File: src/rtl/vc_fifo_bank.sv
// vc_fifo_bank: NUM_VC independent circular FIFOs sharing one write port and
// one read port. Each channel reports occupancy, full/empty, programmable
// almost-full/almost-empty, a sticky error bit and a registered head-of-queue
// word. Reads have one cycle of latency.
//
// Ports
//   clk                 rising-edge clock
//   reset, init         active-low, synchronous; either one clears the bank
//   wr_enable/wr_vc/data_in   write request, target channel, data
//   rd_enable/rd_vc           read request, source channel
//   umbral_af/umbral_ae       packed per-channel thresholds (ADDR_WIDTH each)
//   full/empty/almost_full/almost_empty/error   one bit per channel
//   data_out/valid_out        read data, qualified one cycle after the read
//   data_peek                 packed head-of-queue word per channel
//   count                     packed occupancy per channel (ADDR_WIDTH+1 each)

// One channel: storage, pointers, occupancy and per-channel flags. The bank
// decides acceptance; this lane only applies already-accepted operations.
module vc_fifo_lane #(
  parameter int DATA_WIDTH = 6,
  parameter int ADDR_WIDTH = 4
) (
  input  logic                  clk,
  input  logic                  clr_n_i,
  input  logic                  wr_i,
  input  logic                  rd_i,
  input  logic                  err_i,
  input  logic [DATA_WIDTH-1:0] din_i,
  input  logic [ADDR_WIDTH-1:0] af_thr_i,
  input  logic [ADDR_WIDTH-1:0] ae_thr_i,
  output logic [ADDR_WIDTH:0]   count_o,
  output logic                  full_o,
  output logic                  empty_o,
  output logic                  af_o,
  output logic                  ae_o,
  output logic                  err_o,
  output logic [DATA_WIDTH-1:0] head_o,
  output logic [DATA_WIDTH-1:0] peek_o
);
  localparam int CW = ADDR_WIDTH + 1;
  localparam int DEPTH = 2**ADDR_WIDTH;
  localparam logic [CW-1:0] DEPTH_C = CW'(DEPTH);

  logic [DATA_WIDTH-1:0] mem_q [DEPTH];
  logic [ADDR_WIDTH-1:0] wr_ptr_q, wr_ptr_d, rd_ptr_q, rd_ptr_d;
  logic [CW-1:0]         count_q, count_d;
  logic [DATA_WIDTH-1:0] peek_q, peek_d;
  logic                  err_q;

  always_comb begin
    wr_ptr_d = wr_i ? wr_ptr_q + 1'b1 : wr_ptr_q;
    rd_ptr_d = rd_i ? rd_ptr_q + 1'b1 : rd_ptr_q;
    count_d  = count_q;
    if (wr_i && !rd_i)      count_d = count_q + 1'b1;
    else if (rd_i && !wr_i) count_d = count_q - 1'b1;
    // Head as of the end of this cycle; a write landing on the new head slot
    // (write into an empty channel) has to bypass the memory.
    if (count_d == '0)                       peek_d = '0;
    else if (wr_i && (wr_ptr_q == rd_ptr_d)) peek_d = din_i;
    else                                     peek_d = mem_q[rd_ptr_d];
  end

  always_ff @(posedge clk) begin
    if (!clr_n_i) begin
      wr_ptr_q <= '0;
      rd_ptr_q <= '0;
      count_q  <= '0;
      peek_q   <= '0;
      err_q    <= 1'b0;
      for (int i = 0; i < DEPTH; i++) mem_q[i] <= '0;
    end else begin
      wr_ptr_q <= wr_ptr_d;
      rd_ptr_q <= rd_ptr_d;
      count_q  <= count_d;
      peek_q   <= peek_d;
      if (err_i) err_q <= 1'b1;
      if (wr_i)  mem_q[wr_ptr_q] <= din_i;
    end
  end

  assign count_o = count_q;
  assign full_o  = (count_q == DEPTH_C);
  assign empty_o = (count_q == '0);
  assign af_o    = (count_q >= (DEPTH_C - {1'b0, af_thr_i})) && !full_o;
  assign ae_o    = (count_q <= {1'b0, ae_thr_i}) && !empty_o;
  assign err_o   = err_q;
  assign head_o  = mem_q[rd_ptr_q];
  assign peek_o  = peek_q;
endmodule

module vc_fifo_bank #(
  parameter int DATA_WIDTH = 6,
  parameter int ADDR_WIDTH = 4,
  parameter int NUM_VC     = 2,
  parameter int SEL_WIDTH  = 1
) (
  input  logic                             clk,
  input  logic                             reset,
  input  logic                             init,
  input  logic                             wr_enable,
  input  logic [SEL_WIDTH-1:0]             wr_vc,
  input  logic [DATA_WIDTH-1:0]            data_in,
  input  logic                             rd_enable,
  input  logic [SEL_WIDTH-1:0]             rd_vc,
  input  logic [NUM_VC*ADDR_WIDTH-1:0]     umbral_af,
  input  logic [NUM_VC*ADDR_WIDTH-1:0]     umbral_ae,
  output logic [NUM_VC-1:0]                full,
  output logic [NUM_VC-1:0]                empty,
  output logic [NUM_VC-1:0]                almost_full,
  output logic [NUM_VC-1:0]                almost_empty,
  output logic [NUM_VC-1:0]                error,
  output logic [DATA_WIDTH-1:0]            data_out,
  output logic                             valid_out,
  output logic [NUM_VC*DATA_WIDTH-1:0]     data_peek,
  output logic [NUM_VC*(ADDR_WIDTH+1)-1:0] count
);
  localparam int CW = ADDR_WIDTH + 1;

  logic                             clr_n;
  logic                             bad_sel;
  logic [NUM_VC-1:0]                wr_hit, rd_hit, wr_acc, rd_acc, err_set;
  logic [NUM_VC-1:0]                full_raw, empty_raw, af_raw, ae_raw;
  logic [NUM_VC-1:0][DATA_WIDTH-1:0] head;
  logic [DATA_WIDTH-1:0]            dout_d, dout_q;
  logic                             valid_q;

  assign clr_n = reset & init;
  // A select that matches no channel is out of range; reported on bit 0.
  assign bad_sel = (wr_enable && !(|wr_hit)) || (rd_enable && !(|rd_hit));

  for (genvar v = 0; v < NUM_VC; v++) begin : g_vc
    assign wr_hit[v] = wr_enable && (wr_vc == SEL_WIDTH'(v));
    assign rd_hit[v] = rd_enable && (rd_vc == SEL_WIDTH'(v));
    // A write to a full channel still fits if the same cycle drains one word.
    assign rd_acc[v] = rd_hit[v] && !empty_raw[v];
    assign wr_acc[v] = wr_hit[v] && (!full_raw[v] || rd_acc[v]);
    if (v == 0) begin : g_err0
      assign err_set[v] = (wr_hit[v] && !wr_acc[v]) || (rd_hit[v] && !rd_acc[v]) || bad_sel;
    end else begin : g_errn
      assign err_set[v] = (wr_hit[v] && !wr_acc[v]) || (rd_hit[v] && !rd_acc[v]);
    end

    vc_fifo_lane #(
      .DATA_WIDTH(DATA_WIDTH),
      .ADDR_WIDTH(ADDR_WIDTH)
    ) u_lane (
      .clk      (clk),
      .clr_n_i  (clr_n),
      .wr_i     (wr_acc[v]),
      .rd_i     (rd_acc[v]),
      .err_i    (err_set[v]),
      .din_i    (data_in),
      .af_thr_i (umbral_af[v*ADDR_WIDTH +: ADDR_WIDTH]),
      .ae_thr_i (umbral_ae[v*ADDR_WIDTH +: ADDR_WIDTH]),
      .count_o  (count[v*CW +: CW]),
      .full_o   (full_raw[v]),
      .empty_o  (empty_raw[v]),
      .af_o     (af_raw[v]),
      .ae_o     (ae_raw[v]),
      .err_o    (error[v]),
      .head_o   (head[v]),
      .peek_o   (data_peek[v*DATA_WIDTH +: DATA_WIDTH])
    );
  end

  // At most one channel reads per cycle, so an OR-mux of heads suffices.
  always_comb begin
    dout_d = '0;
    for (int v = 0; v < NUM_VC; v++)
      if (rd_acc[v]) dout_d = dout_d | head[v];
  end

  always_ff @(posedge clk) begin
    if (!clr_n) begin
      dout_q  <= '0;
      valid_q <= 1'b0;
    end else begin
      dout_q  <= dout_d;
      valid_q <= |rd_acc;
    end
  end

  assign data_out  = dout_q;
  assign valid_out = valid_q;

  // While reset/init is held the status flags show an empty bank immediately.
  assign full         = clr_n ? full_raw  : '0;
  assign empty        = clr_n ? empty_raw : '1;
  assign almost_full  = clr_n ? af_raw    : '0;
  assign almost_empty = clr_n ? ae_raw    : '0;
endmodule
File: config.mk
export PLATFORM = sky130hd
export DESIGN_NAME = vc_fifo_bank
export DESIGN_NICKNAME = d
export VERILOG_FILES = /design/src/rtl/vc_fifo_bank.sv
export SDC_FILE = /design/constraint.sdc
export NUM_CORES = 1
export LEC_CHECK = 0
export ABC_CLOCK_PERIOD_IN_PS = 3100
export BUFFER_PORTS_ARGS = -buffer_cell sky130_fd_sc_hd__buf_4
export CAP_MARGIN = 40
export CORE_MARGIN = 2
export CORE_UTILIZATION = 58
export CTS_BUF_LIST = sky130_fd_sc_hd__clkbuf_8
export DETAILED_ROUTE_END_ITERATION = 12
export PLACE_DENSITY = 0.86
export SYNTH_ARGS = -nofsm -noshare
export SYNTH_HDL_FRONTEND = slang
export SYNTH_HIERARCHICAL = 1
export SYNTH_SLANG_ARGS = --single-unit
File: constraint.sdc
create_clock -name clk -period 3.1 [get_ports clk]
set_input_delay 0.465 -clock clk [delete_from_list [all_inputs] [get_ports clk]]
set_output_delay 0.465 -clock clk [all_outputs]
set_load 0.01 [all_outputs]
Word-level counts from Yosys, hierarchy flattened
Memories as Yosys holds them, arrays and structs flattened. A register that Yosys moved wholly into a read port is not among the register bits.
Index checks and enable logic that the tools add are counted.
- add/subtract/negate cells: 10
- bitwise operators: 5
- reduce and logical (&&, ||, !) cells: 49
- equality and inequality tests: 2
- magnitude comparators: 4
- muxes and demuxes: 27
- operator list (operator ; count):
    $mux 4 ; 6
    $mux 6 ; 4
    $logic_and 1x1->1 ; 22
    $logic_not 5->1 ; 4
    $mux 5 ; 4
    $add 4x1->4 const B ; 4
    $reduce_or 6->1 ; 2
    $add 5x1->5 const B ; 2
    $eq 5x5->1 const B ; 2
    $ge 5x5->1 ; 2
    $le 5x4->1 ; 2
    $logic_not 1->1 ; 10
    $reduce_or 2->1 ; 5
    $sub 5x1->5 const B ; 2
    $sub 5x4->5 const A ; 2
    $mux 1 ; 9
    $mux 2 ; 4
    $logic_or 1x1->1 ; 6
    $or 6x6->6 ; 1
    $not 1->1 ; 3
    $and 1x1->1 ; 1
- bits of input ports: 29
- memories: 2
- word-level logic and storage cells: 109
- bits in writable memories: 192
- flip-flop bits (word level): 35
- memories (name ; words ; width ; rd ports ; clocked after memory_dff ; write ports ; line ; text):
    g_vc[0].u_lane.mem_q ; 16 ; 6 ; 2 ; 2 ; 16 ; 44 ; logic [DATA_WIDTH-1:0] mem_q [DEPTH];
    g_vc[1].u_lane.mem_q ; 16 ; 6 ; 2 ; 2 ; 16 ; 44 ;

Longest topological paths before layout
- depth after elaboration: 11
- depth in mapped cells: 15
- depth with buffers taken out: 12

Hierarchy
Netlist, hierarchy kept.
- modules (own cells, without submodules) (module ; area an instance (µm²) ; cells each ; instances):
    vc_fifo_lane at g_vc[1].u_lane ; 7787.5 ; 634 ; 1
    vc_fifo_lane at g_vc[0].u_lane ; 7060.5 ; 590 ; 1
    vc_fifo_bank ; 409.1 ; 56 ; 1

Worst setup path after synthesis
OpenSTA, ideal clock, no wires.
- path kind: reg-to-reg
- from: reg g_vc[0].u_lane.count_q[0]
- to: mem g_vc[0].u_lane.mem_q[10][0], enable pin
- setup time: 0.318 ns
- path slack: -0.314 ns
- path buffers: 2
- stages on the path, launching flop included: 13
- arrival time: 3.096 ns
- required time: 2.782 ns
- cell sequence: dfxtp_1 inv_1 ha_1 nor3b_1 nor2b_1 or3b_1 buf_2 a21oi_1 nand2_1 nor3b_1 clkbuf_1 nand2_1 nand2_1
- RTL lines (what ; line ; text):
    from (decl) ; 46 ; logic [CW-1:0] count_q, count_d;
    from (signal assigned) ; 74 ; count_q <= count_d;
    to (decl) ; 44 ;

Final worst setup path
- from: reg g_vc[1].u_lane.count_q[1]
- to: reg g_vc[1].u_lane.peek_q[4], read port of g_vc[1].u_lane.mem_q
- longest elaborated chain between the ends: 11
- ends and longest elaborated chain (what ; line ; text):
    from (decl) ; 46 ;
    from (signal assigned) ; 74 ;
    $logic_not 5->1 (*) ; 83 ; assign empty_o = (count_q == '0);
    via empty_raw[1] ; 122 ; logic [NUM_VC-1:0] full_raw, empty_raw, af_raw, ae_raw;
    $logic_not 1->1 (*) ; 135 ; assign rd_acc[v] = rd_hit[v] && !empty_raw[v];
    $logic_and 1x1->1 (*) ; 135 ;
    via rd_acc[1] ; 121 ; logic [NUM_VC-1:0] wr_hit, rd_hit, wr_acc, rd_acc, err_set;
    $logic_or 1x1->1 ; 136 ; assign wr_acc[v] = wr_hit[v] && (!full_raw[v] || rd_acc[v]);
    $logic_and 1x1->1 ; 136 ;
    $logic_not 1->1 ; 55 ; else if (rd_i && !wr_i) count_d = count_q - 1'b1;
    $logic_and 1x1->1 ; 55 ;
    $mux 5 ; 55 ;
    $mux 5 ; 54 ; if (wr_i && !rd_i) count_d = count_q + 1'b1;
    $logic_not 5->1 ; 58 ; if (count_d == '0) peek_d = '0;
    $reduce_or 2->1 (no line) ; -- ;
    to (decl) ; 47 ; logic [DATA_WIDTH-1:0] peek_q, peek_d;
The timed path passes the listed nets; every way through them passes the cells marked *.
A chain may end at the register's enable or synchronous reset.

==> results.yml <==
clocking:
  insertion_delay_ps: 560
  ctsHoldBuffers: 0
  cts.sinks: 239
  cts_root_buf: "clkbuf_8"
  cts-buffers-inserted: 42
  cts_buffer_depth: 3
  clkTransAtPathRegs_ps: 60
  cts_tree: "done"
  h-tree-depth: 2
placed_design:
  place.gp.congestion: 0.960
  hpwlAfterDp_um: 26800
  dp_slack_ps: -163
  portBuffers: 67
detailed_routing:
  drtPass1Iterations: 6
  drtAntennaViolNets: 0
  drc: 0
  drtIter0Drc: 1488
  routed_wl_um: 40600
  num_vias: 11500
  wl_per_cell_um: 23.7
  viasPerCell: 6.74
worst_setup_path:
  start_kind: "flip-flop"
  path_cells: "inv_1 > ha_4 > or3b_4 > nor2_4 > nand3b_1 > inv_2 > buf_12 > nand2_4 > xnor2_4 > buf_6 > mux4_1 > mux2i_1 > a211oi_1 > a211oi_2"
  cp_num_cells: 14
  crit_type: "flip-flop to flip-flop"
  path_delay_family: "buffers and inverters"
  worst-path-buf-inv: 4
  endpoint_kind: "flip-flop"
  crit_fanout: 16
  r2r_setup_slack_ps: 60
  critPathLaunch: "g_vc[1].u_lane/count_o[1]"
  timing.rr.start: "g_vc[1].u_lane/count_o[1]"
  slowest_stage: "dfxtp_1"
  critPathArrivalTime_ps: 3520
  r2r_end: "g_vc[1].u_lane/peek_o[4]"
  endpoint: "g_vc[1].u_lane/peek_o[4]"
  required_ps: 3580
  r2r_cells: 14
  crit_path_max_incr_delay_ps: 330
pwr:
  vdd_drop_max_uv: 379
  leakage_nw: 6.92
  seqPwrFrac_pct: 52.5
  comb_power_share_pct: 10.1
  p_clk_share_pct: 37.4
  power.density_mw_per_mm2: 407
  p_sw_share_pct: 25.3
  power_switching_mw: 1.76
  total_power_mw: 6.97
  p_int_mw: 5.21
synthesis:
  synth_cells: 1280
  ys_types: 86
  yosysWarnings: 6
  synth_ff_type: "edfxtp_1"
  synth_area_mm2: 0.0153
  synthArstFlopShare_pct: 0
  yosysSeqAreaShare_pct: 44.0
  synth-edff-count: 192
  ys_seq_elements: 239
  synth_nets: 1343
  syn_avg_cell_area_um2: 11.9
sta:
  post-route-min-period_ps: 3040
  setup_viol: 0
  tightest_slew_ps: 962
  finalHoldViolations: 0
  fmax_mhz: 329
  worst_slack_ps: 56.0
  slew_headroom_pct: 35.9
  min_period_over_period_pct: 98.2
  drv_slew: 0
  skew_ps: 32.1
die:
  fp.dieW_um: 166
  rows: 59
  start_util_pct: 58.9
  die-area_mm2: 0.0276
  die_y_um: 166
  io_pins: 68
  coreArea_mm2: 0.0259
final_layout:
  finalNetCount: 1413
  syn2layout_area_growth_pct: 12.1
  most-common-layout-cells: "edfxtp_1 (192), and3_1 (177), buf_4 (132)"
  mostFrequentLayoutCell: "edfxtp_1"
  drive_above_1_share_pct: 27.7
  n_fill_cell: 1817
  antenna_cells: 0
hold_path:
  min-delay-path-class: "input port to flip-flop"
global_route:
  overflow: 0
  grt_first_pass_wirelength_um: 62700
  grt_max_degree: 73
  grt_pass1_vias: 11500
  grt_usage_pct: 28.7
  antenna_found_initial: 2
outcome:
  status: "complete, no violations"
run:
  maxCapViolCount: 0
how the worst min path moves through the flow:
stage	cells past startpoint	slack [ps]	startpoint	to
5_1_grt	3	280	wr_enable	g_vc[1].u_lane/err_o
3_3_place_gp	1	470	g_vc[0].u_lane/err_o	g_vc[0].u_lane/err_o
3_5_place_dp	1	470	g_vc[0].u_lane/err_o	g_vc[0].u_lane/err_o
2_1_floorplan	1	510	g_vc[0].u_lane/err_o	g_vc[0].u_lane/err_o
6_report	3	290	wr_enable	g_vc[1].u_lane/err_o
4_1_cts	3	260	wr_enable	g_vc[1].u_lane/err_o
cell type report:
type / instances / area (µm²) / area share (%)
clock buffers: 45 / 619 / 3.62
clock inverters: 27 / 113 / 0.658
flip-flops and latches: 239 / 6720 / 39.3
multi-input cells: 897 / 7940 / 46.4
well taps: 335 / 419 / 2.45
inverters: 27 / 104 / 0.607
repair buffers: 143 / 1200 / 7.01
synth_stat cells (all sizes together) (12+ instances only):
master	number	area (µm²)
mux2	29	327
mux4	80	1820
edfxtp	192	5770
clkbuf	65	265
nor3	13	70.1
nor2	26	100
nand2	104	398
xnor2	21	210
xor2	13	121
o21ai	18	90.1
mux2i	100	1010
dfxtp	47	941
a31oi	13	109
ha	34	425
a21oi	20	111
nor2b	19	126
and2	42	268
inv	27	101
and3	177	1110
nand2b	14	87.6
nand3	21	105
buf	54	448
o22ai	23	144
o21a	15	113
o211ai	12	90.1
worst reg2reg max path, stage by stage, from the launching register on:
cell	delay, ps
dfxtp_1	330
inv_1	90
ha_4	170
or3b_4	250
nor2_4	40
nand3b_1	200
inv_2	150
buf_12	180
nand2_4	110
xnor2_4	330
buf_6	200
mux4_1	290
mux2i_1	250
a211oi_1	150
a211oi_2	250
cell families after synthesis:
kind of cell	after synthesis	synth area share, %
flip-flops	239	44.0
multiplexers	209	20.7
buffers and inverters	146	5.34
AO/OA/AOI/OAI	164	8.05
XOR/XNOR	34	2.17
AND/OR/NAND/NOR	454	17.0
adder cells (fa/ha/maj)	34	2.79
power by group through the flow:
stage          Clock [mW]  Combinational [mW]  Sequential, mW
4_1_cts              2.63               0.665            3.66
5_1_grt              2.78               0.747            3.67
3_3_place_gp            0               0.636            3.71
6_report             2.60               0.704            3.66
3_5_place_dp            0               0.657            3.72
2_1_floorplan           0               0.430            3.69
flip-flops by register name (all words and copies together), names as in the netlist:
register / count
g_vc.u_lane/peek_o: 12
g_vc.u_lane/count_o: 10
g_vc.u_lane/wr_ptr_q: 8
data_out: 6
g_vc.u_lane/mem_q: 192
valid_out: 1
g_vc.u_lane/rd_ptr_q: 8
g_vc.u_lane/err_o: 2
repair_timing:
action / in CTS / in global routing
gates cloned: 1 / 2
endpoints found under the setup margin: 4 / 190
setup buffers: 2 / 13
resized for setup: 8 / 39
pin swaps: 3 / 6
routing by layer:
layer  wire, µm  global-route usage, %  part of all wire (%)  vias up
li1           -                      -                     -     5058
met1      14800                   36.1                    37     5551
met2      19500                   47.7                    48      750
met3       4230                   6.51                    10      181
met4       2030                   13.0                   5.0        2
met5         25                      0                 0.062        -
metrics by stage:
step	cell area, µm²	hold slack [ps]	setup TNS [ps]	std cells	util [%]
finish	17100	285	0	1713	66.0
global route	17100	284	-282	1713	66.0
CTS	16800	264	0	1698	64.9
detailed placement	16000	473	-163	1623	61.9
global placement	16000	466	0	1623	61.9
floorplan	15300	509	0	1280	-
Note: power is estimated with default switching activity, not from simulation.
